===== src/rtl/types_pkg.sv =====
// Shared types for the TLC59282 chain driver: channel count per device and FSM states.
package types_pkg;

  localparam int TLC_CH = 16;

  typedef enum logic [1:0] {
    IDLE,
    SHIFT,
    LATCH
  } disp_chain_st_t;

endpackage


===== src/rtl/pdm_gen.sv =====
// First-order sigma-delta modulator: the carry of acc + level is high for exactly
// level cycles out of every 2^PDM_W.
module pdm_gen #(
  parameter int PDM_W = 8
) (
  input  logic             clk,
  input  logic             rst_n,
  input  logic             ena,
  input  logic [PDM_W-1:0] level,
  output logic             out
);

  logic [PDM_W-1:0] r_acc;
  logic [PDM_W:0]   w_sum;

  assign w_sum = {1'b0, r_acc} + {1'b0, level};
  assign out   = w_sum[PDM_W];

  always_ff @(posedge clk or negedge rst_n) begin
    if (!rst_n) begin
      r_acc <= '0;
    end else if (ena) begin
      r_acc <= w_sum[PDM_W-1:0];
    end
  end

endmodule


===== src/rtl/disp_chain.sv =====
// Serial driver for a chain of N_DEV TLC59282 devices: double-buffered frame, shift/latch
// on each refresh tick, overrun reporting. Define DISP_PDM_EN for PDM brightness on BLANK.
module disp_chain
  import types_pkg::*;
#(
  parameter int N_DEV    = 4,
  parameter int SCLK_DIV = 2,
  parameter int PDM_W    = 8
) (
  input  logic                  clk,
  input  logic                  rst_n,
  input  logic                  tsc_1ppus,
  input  logic                  disp_ena,
  input  logic [PDM_W-1:0]      disp_pdm,
  input  logic [TLC_CH*N_DEV-1:0] frm_data,
  input  logic                  frm_valid,
  output logic                  frm_ready,
  output logic                  disp_sclk,
  output logic                  disp_sin,
  output logic                  disp_lat,
  output logic                  disp_blank,
  output logic                  busy,
  output logic                  ovr
);

  localparam int FW    = TLC_CH * N_DEV;
  localparam int BIT_W = $clog2(FW);
  localparam int DIV_W = (SCLK_DIV > 1) ? $clog2(SCLK_DIV) : 1;

  disp_chain_st_t r_state, w_state_nxt;

  logic [FW-1:0]    r_shadow, r_active;
  logic             r_pend;
  logic [DIV_W-1:0] r_div, w_div_nxt;
  logic             r_phase, w_phase_nxt;
  logic [BIT_W-1:0] r_bit, w_bit_nxt, w_bit_dec;
  logic             r_sclk, w_sclk_nxt;
  logic             r_sin, w_sin_nxt;
  logic             r_lat, w_lat_nxt;
  logic             r_busy, w_busy_nxt;
  logic             r_ovr;
  logic             r_blank;
  logic             w_blank_nxt;

  logic             w_start, w_accept, w_div_last;
  logic [FW-1:0]    w_frame;

  assign w_start    = tsc_1ppus & disp_ena & (r_state == IDLE);
  assign w_accept   = frm_valid & ~r_pend;
  assign w_frame    = r_pend ? r_shadow : r_active;
  assign w_div_last = (r_div == DIV_W'(SCLK_DIV - 1));
  assign w_bit_dec  = r_bit - BIT_W'(1);

  // NOTE: every signal assigned here gets a default first, so no path can infer a latch.
  always_comb begin
    w_state_nxt = r_state;
    w_div_nxt   = r_div;
    w_phase_nxt = r_phase;
    w_bit_nxt   = r_bit;
    w_sclk_nxt  = r_sclk;
    w_sin_nxt   = r_sin;
    w_lat_nxt   = 1'b0;
    w_busy_nxt  = r_busy;

    unique case (r_state)
      IDLE: begin
        if (w_start) begin
          w_state_nxt = SHIFT;
          w_div_nxt   = '0;
          w_phase_nxt = 1'b0;
          w_bit_nxt   = BIT_W'(FW - 1);
          w_sclk_nxt  = 1'b0;
          w_sin_nxt   = w_frame[FW-1];
          w_busy_nxt  = 1'b1;
        end
      end

      SHIFT: begin
        if (!w_div_last) begin
          w_div_nxt = r_div + DIV_W'(1);
        end else begin
          w_div_nxt = '0;
          if (!r_phase) begin
            w_phase_nxt = 1'b1;
            w_sclk_nxt  = 1'b1;
          end else begin
            w_phase_nxt = 1'b0;
            w_sclk_nxt  = 1'b0;
            if (r_bit == '0) begin
              w_state_nxt = LATCH;
              w_lat_nxt   = 1'b1;
            end else begin
              // sin only moves on the sclk fall, giving a full half-period of setup and hold
              w_bit_nxt = w_bit_dec;
              w_sin_nxt = r_active[w_bit_dec];
            end
          end
        end
      end

      LATCH: begin
        if (w_div_last) begin
          w_state_nxt = IDLE;
          w_div_nxt   = '0;
          w_busy_nxt  = 1'b0;
        end else begin
          w_div_nxt = r_div + DIV_W'(1);
          w_lat_nxt = 1'b1;
        end
      end

      default: begin
        w_state_nxt = IDLE;
        w_busy_nxt  = 1'b0;
      end
    endcase
  end

  // NOTE: sequential state uses non-blocking assignments so every register samples pre-edge values.
  always_ff @(posedge clk or negedge rst_n) begin
    if (!rst_n) begin
      r_state <= IDLE;
      r_div   <= '0;
      r_phase <= 1'b0;
      r_bit   <= '0;
      r_sclk  <= 1'b0;
      r_sin   <= 1'b0;
      r_lat   <= 1'b0;
      r_busy  <= 1'b0;
      r_ovr   <= 1'b0;
      r_blank <= 1'b1;
    end else begin
      r_state <= w_state_nxt;
      r_div   <= w_div_nxt;
      r_phase <= w_phase_nxt;
      r_bit   <= w_bit_nxt;
      r_sclk  <= w_sclk_nxt;
      r_sin   <= w_sin_nxt;
      r_lat   <= w_lat_nxt;
      r_busy  <= w_busy_nxt;
      r_ovr   <= tsc_1ppus & r_busy;
      r_blank <= w_blank_nxt;
    end
  end

  // NOTE: the frame buffers are reset because a refresh before the first frame must send zeros.
  always_ff @(posedge clk or negedge rst_n) begin
    if (!rst_n) begin
      r_shadow <= '0;
      r_active <= '0;
      r_pend   <= 1'b0;
    end else begin
      if (w_accept) begin
        r_shadow <= frm_data;
      end
      // accept and start are exclusive when pend=1, so the new frame waits for the next tick
      if (w_start && r_pend) begin
        r_active <= r_shadow;
        r_pend   <= 1'b0;
      end else if (w_accept) begin
        r_pend <= 1'b1;
      end
    end
  end

`ifdef DISP_PDM_EN
  logic w_pdm_carry;

  // accumulates every clk regardless of display enable
  pdm_gen #(
    .PDM_W(PDM_W)
  ) u_pdm_gen (
    .clk   (clk),
    .rst_n (rst_n),
    .ena   (1'b1),
    .level (disp_pdm),
    .out   (w_pdm_carry)
  );

  assign w_blank_nxt = ~w_pdm_carry | ~disp_ena;
`else
  logic w_pdm_unused;

  assign w_pdm_unused = ^disp_pdm;
  assign w_blank_nxt  = ~disp_ena;
`endif

  assign frm_ready  = ~r_pend;
  assign disp_sclk  = r_sclk;
  assign disp_sin   = r_sin;
  assign disp_lat   = r_lat;
  assign disp_blank = r_blank;
  assign busy       = r_busy;
  assign ovr        = r_ovr;

endmodule


===== config.mk =====
export PLATFORM = sky130hd
export DESIGN_NAME = disp_chain
export DESIGN_NICKNAME = d
export VERILOG_FILES = /design/src/rtl/types_pkg.sv /design/src/rtl/pdm_gen.sv /design/src/rtl/disp_chain.sv
export SDC_FILE = /design/constraint.sdc
export NUM_CORES = 1
export LEC_CHECK = 0
export ABC_CLOCK_PERIOD_IN_PS = 3410
export CAP_MARGIN = 40
export CORE_MARGIN = 2
export CORE_UTILIZATION = 25
export DETAILED_ROUTE_END_ITERATION = 16
export DONT_BUFFER_PORTS = 1
export SYNTH_ARGS = -nofsm -noshare
export SYNTH_HDL_FRONTEND = slang
export SYNTH_SLANG_ARGS = --single-unit

===== constraint.sdc =====
create_clock -name clk -period 3.41 [get_ports clk]
set_input_delay 0.1705 -clock clk [delete_from_list [all_inputs] [get_ports clk]]
set_output_delay 0.1705 -clock clk [all_outputs]
set_load 0.05 [all_outputs]

# After elaboration in Yosys (flattened, before gate mapping)
# Index checks and enable logic that the tools add are counted.
[totals]
latch_bits = 0
rom_bits = 0
mem_bits_rw = 0
n_memories = 0
inputBits = 77
reg_bits = 144
wordCells = 77
[classes]
div = 0
n_eq_ne = 8
multipliers = 0
order_cmp = 1
addsub = 2
n_mux = 35
shifts = 0
bitwise_logic = 7
n_reduce_logical = 12
[op_table]
columns = ["cell", "n"]
rows = [
  ["$mux W64", 1],
  ["$mux W6", 4],
  ["$mux W1", 17],
  ["$ne A2 B2 Y1 const B", 6],
  ["$pmux W6 S2", 1],
  ["$mux W2", 5],
  ["$reduce_and A5 Y1", 2],
  ["$pmux W1 S2", 4],
  ["$lt A6 B7 Y1 const B", 1],
  ["$bmux W1 S6", 1],
  ["$logic_not A6 Y1", 1],
  ["$pmux W2 S3", 1],
  ["$reduce_and A3 Y1", 2],
  ["$reduce_bool A2 Y1", 3],
  ["$sub A6 B1 Y6 const B", 1],
  ["$and A1 B1 Y1", 4],
  ["$not A1 Y1", 3],
  ["$pmux W1 S3", 1],
  ["$eq A2 B1 Y1 const B", 1],
  ["$eq A2 B2 Y1 const B", 1],
  ["$logic_not A2 Y1", 1],
  ["$reduce_and A2 Y1", 1],
  ["$reduce_or A2 Y1", 1],
  ["$add A1 B1 Y1 const B", 1],
  ["$logic_and A1 B1 Y1", 1],
]

# Longest topological paths before layout
[depth]
word_depth = 7
mapped_depth = 10

# Worst setup path before layout
# Ideal clock, no wire load.
[synth_timing]
path_kind = "flip-flop to flip-flop"
startpoint = "register r_bit[0]"
endpoint = "register r_sin (netlist: disp_sin)"
required_time_ns = 3.272
n_path_buf = 2
arrival_ns = 2.654
path_slack_ns = 0.618
path_stages_with_launch = 10
cell_sequence = "dfrtp_1 > buf_2 > clkinv_1 > ha_1 > xor2_2 > buf_6 > mux4_2 > mux4_2 > o211ai_2 > a31oi_1"
[synth_via]
elab_chain_cells = 7
word_cells_on_any_way = 10
cone_classes = "add/sub (1); eq/ne (1); mux (6); reduce/logical (2)"
[synth_rtl]
columns = ["element", "line_no", "text"]
rows = [
  ["start: declaration", "disp_chain.sv:36", "logic [BIT_W-1:0] r_bit, w_bit_nxt, w_bit_dec;"],
  ["start signal: assignment", "disp_chain.sv:136", "r_bit <= w_bit_nxt;"],
  ["$sub A6 B1 Y6", "disp_chain.sv:52", "assign w_bit_dec = r_bit - BIT_W'(1);"],
  ["$bmux W1 S6", "disp_chain.sv:95", "w_sin_nxt = r_active[w_bit_dec];"],
  ["$mux W1 (not written as such)", "disp_chain.sv:95", ""],
  ["$mux W1", "disp_chain.sv:89", "if (r_bit == '0) begin"],
  ["$mux W1", "disp_chain.sv:83", "if (!r_phase) begin"],
  ["$mux W1", "disp_chain.sv:79", "if (!w_div_last) begin"],
  ["$pmux W1 S2", "disp_chain.sv:65", "unique case (r_state)"],
  ["end signal: assignment", "disp_chain.sv:138", "r_sin <= w_sin_nxt;"],
  ["end: declaration", "disp_chain.sv:38", "logic r_sin, w_sin_nxt;"],
]
# Parallel ways exist; a longest one is shown, timed or not. The select of a mux whose other input is x is not followed.
# A chain may end at the register's enable or synchronous reset.

# Final worst setup path
[layout_timing]
startpoint = "register r_bit[1]"
endpoint = "register r_sin (netlist: disp_sin)"
# Same word-level chain as after synthesis.

==> key figures <==
Outcome
  • Outcome: complete, but fails checks
  • Violations in the final reports: negative hold slack

Placement
  • Buffers on Ports: 0
  • GP Congestion: 0.7852
  • Post-DP HPWL: 8474 µm

Global route
  • First-pass GRT wire length: 21130 µm
  • GRT Util Overall: 10.54%
  • Grt ovf: 0
  • Initial antenna violation count: 0
  • Vias in the first global route: 3821
  • Largest net degree at the start of global routing: 145

Clock tree
  • CTS resizes: 0
  • Clock slew at reported path FFs: 60 ps
  • CTS tree: yes
  • Clk Latency, worst-skew pair: 410 ps
  • Root Buffer: clkbuf_16
  • Post-CTS setup buffers: 0
  • H-tree depth: 4
  • Clock Sinks: 144
  • CTS hold repair buffers: 67
  • CTS buffer count: 17
  • Clock Tree Buf Depth: 2

Layout
  • Fin nets: 546
  • Register area: 3605 µm²
  • Layout cells sized above 1: 37.87%
  • Layout fillers: 2390
  • Area growth from synthesis to layout: 27.48%
  • ANT cells: 0
  • Multi-input logic area: 2380 µm²

Timing
  • Hold Slack: -542.7 ps
  • Fin. max-slew vios: 0
  • Worst-Margin Slew: 846.3 ps
  • Unrepaired setup endpoints after global routing: no
  • Hold Fails Final Rpt: 144
  • Clock Skews: 9.261 ps
  • Crit path time final: 2842 ps
  • Setup TNS: 0 ps
  • Slew HR: 43.58%
  • Final-report setup violation count: 0
  • Fmax: 351.9 MHz
  • Final Cycle Share: 83.34%

Routing
  • Met3 Routed Length: 585 µm
  • DR iter-0 viols: 144
  • Final ANT Viol Nets: 0
  • Drt wl/cell: 15.60 µm
  • Total Wirelength: 12520 µm
  • # DRC: 0
  • Via count: 3419
  • DR vias/cell: 4.263
  • First-pass DRT Iterations: 4
  • Routed wl met2: 6194 µm
  • DR top layer: met4
  • Wire length on met1: 5648 µm

Synthesis
  • Post-Synth Simple-Gate Area: 2.487%
  • Mapped Avg Cell Area: 15.49 µm²
  • Post-Synth Adder-Cell Area: 0.8222%
  • Multiplexer area fraction after synthesis: 32.29%
  • Synth Instances: 393
  • Register area share after synthesis: 59.22%
  • Flops & latches, synth: 144
  • Post-Synth XOR/XNOR Area: 0.8428%
  • Largest family of logic cells by synthesized area: multiplexers
  • Compound-Gate Fraction of Synth Area: 2.528%
  • Synth Net Count: 474
  • Synthesized cell area: 6087 µm²
  • Synth warn: 0
  • Count of different cell masters after synthesis: 35

Setup path
  • Required time worst endpoint: 3680 ps
  • Path depth of the worst reg2reg path: 9
  • R2R Path End: disp_sin
  • Crit Path Class: flip-flop to flip-flop
  • Crit. End Element: flip-flop
  • CP max-delay cell: mux4_1
  • Setup slack, reg-to-reg: 570 ps
  • CP top delay family: multiplexers
  • Reg2reg start: r_bit[1]
  • CP arrival: 3110 ps
  • Most used cell, CP: mux2i_1
  • Worst-path cell chain: inv_1 > ha_1 > xor2_2 > buf_4 > mux4_1 > mux2i_1 > mux2i_1 > o21ai_0 > a31oi_1
  • CP startpoint kind: flip-flop
  • CP Buf/Inv Count: 2
  • Crit Path Max Fanout: 8
  • Critical Path Max Stage Delay: 590 ps

Floorplanning
  • Die area: 25610 µm²
  • IO Count: 84
  • Initial core utilization: 25.25%
  • Core ar.: 24110 µm²
  • Die Wd: 160.0 µm
  • # rows: 57
  • DIE HEIGHT: 160.0 µm

Min path
  • Worst Hold Class: primary input to asynchronous set/reset pin

Pwr
  • Worst vdd ir: 0.4596 mV
  • Pwr Density: 880.9 nW/µm²
  • Leak: 3.235 nW

Run
  • Max-Cap Viols: 0
state kept, by name (all words and copies together) (netlist names):
signal,count
r_active,64
ovr,1
disp_blank,1
r_div,1
r_shadow,64
busy,1
disp_sclk,1
disp_lat,1
r_state,2
r_bit,6
r_pend,1
disp_sin,1
per-layer routing:
metal / up-vias / track usage [%]
li1: 1578 / -
met1: 1778 / 13.43
met2: 58 / 17.16
met3: 5 / 3.662
met4: 0 / 2.703
met5: - / 0
through the flow:
step	utilization, %	worst slack [ps]	cell area (µm²)	power (W)	cells
floorplan	-	618.0	6087	0.004410	393
global placement	26.87	555.4	6477	0.004844	703
detailed placement	26.87	463.6	6477	0.004962	703
CTS	32.19	445.9	7760	0.006955	802
global route	32.19	268.5	7760	0.007303	802
finish	32.19	568.1	7760	0.006836	802
logic make-up (layout without fill, tap and decap cells):
logic type | count (synthesis) | after routing
AO/OA/AOI/OAI | 26 | 26
AND/OR/NAND/NOR | 32 | 32
XOR/XNOR | 5 | 5
buffers and inverters | 27 | 112
adder cells (fa/ha/maj) | 4 | 4
flip-flops | 144 | 144
multiplexers | 155 | 155
how the worst max path moves through the flow:
stage          startpoint        to  slack (ps)  cells past startpoint
4_1_cts          r_bit[1]  disp_sin         450                      9
6_report         r_bit[1]  disp_sin         570                      9
3_5_place_dp     r_bit[1]  disp_sin         460                      9
5_1_grt          r_bit[1]  disp_sin         270                      9
3_3_place_gp     r_bit[0]  disp_sin         560                      9
2_1_floorplan    r_bit[0]  disp_sin         620                      9
area by class of cell:
type,count,area share (%)
clock buffer,20,6.014
clock inverter,12,1.870
inverter,6,0.2902
multi-input combinational,222,30.67
sequential,144,46.45
tap,324,5.224
timing repair buffer,74,9.481
power breakdown:
group          internal, W  total (W)  switching (W)
Combinational      0.00119    0.00189       0.000700
Sequential         0.00253    0.00305       0.000526
Clock              0.00115    0.00189       0.000739
Total              0.00487    0.00684        0.00197
worst register-to-register path, delay by kind of cell (launching register included):
kind            cells  cell delay [ps]
compound gates      2              290
mux                 3              880
flops               1              390
xor+xnor            1              530
buf+inv             2              360
fa+ha+maj           1              240
synthesized netlist by cell type:
| cell type | instances | area [µm²] |
|---|---|---|
| a21oi_1 | 12 | 60.06 |
| a22o_1 | 1 | 8.760 |
| a31oi_1 | 3 | 18.77 |
| a41oi_1 | 1 | 8.760 |
| and2_1 | 1 | 6.260 |
| and3_1 | 1 | 6.260 |
| buf_1 | 1 | 3.750 |
| buf_2 | 1 | 5.000 |
| buf_6 | 1 | 11.26 |
| clkbuf_1 | 18 | 67.56 |
| clkinv_1 | 1 | 3.750 |
| dfrtp_1 | 143 | 3578 |
| dfstp_2 | 1 | 26.28 |
| ha_1 | 4 | 50.05 |
| inv_1 | 5 | 18.77 |
| mux2_2 | 131 | 1475 |
| mux2i_1 | 7 | 70.07 |
| mux4_1 | 10 | 262.8 |
| mux4_2 | 7 | 157.7 |
| nand2_1 | 10 | 37.54 |
| nand2b_1 | 1 | 6.260 |
| nand4_1 | 1 | 6.260 |
| nand4b_1 | 1 | 8.760 |
| nor2_1 | 10 | 37.54 |
| nor2b_1 | 3 | 18.77 |
| nor3_1 | 2 | 10.01 |
| nor3b_1 | 1 | 7.510 |
| o211ai_2 | 1 | 12.51 |
| o21a_1 | 1 | 7.510 |
| o21ai_0 | 6 | 30.03 |
| o31ai_1 | 1 | 7.510 |
| or3_1 | 1 | 6.260 |
| xnor2_1 | 2 | 17.52 |
| xor2_1 | 2 | 17.52 |
| xor2_2 | 1 | 16.27 |
layout by cell type, fill, tap and decap left out, types with 4 or more instances in the layout:
master and instances:
nand2_1 10, dlygate4sd3_1 67, inv_6 4, o21ai_0 6
clkbuf_16 17, ha_1 4, buf_4 6, nor2_1 10
a21oi_1 12, inv_1 5, dfrtp_1 143, mux2i_1 7
mux4_1 10, mux2_2 131, mux4_2 7
Power figures use the tool's default switching activity.
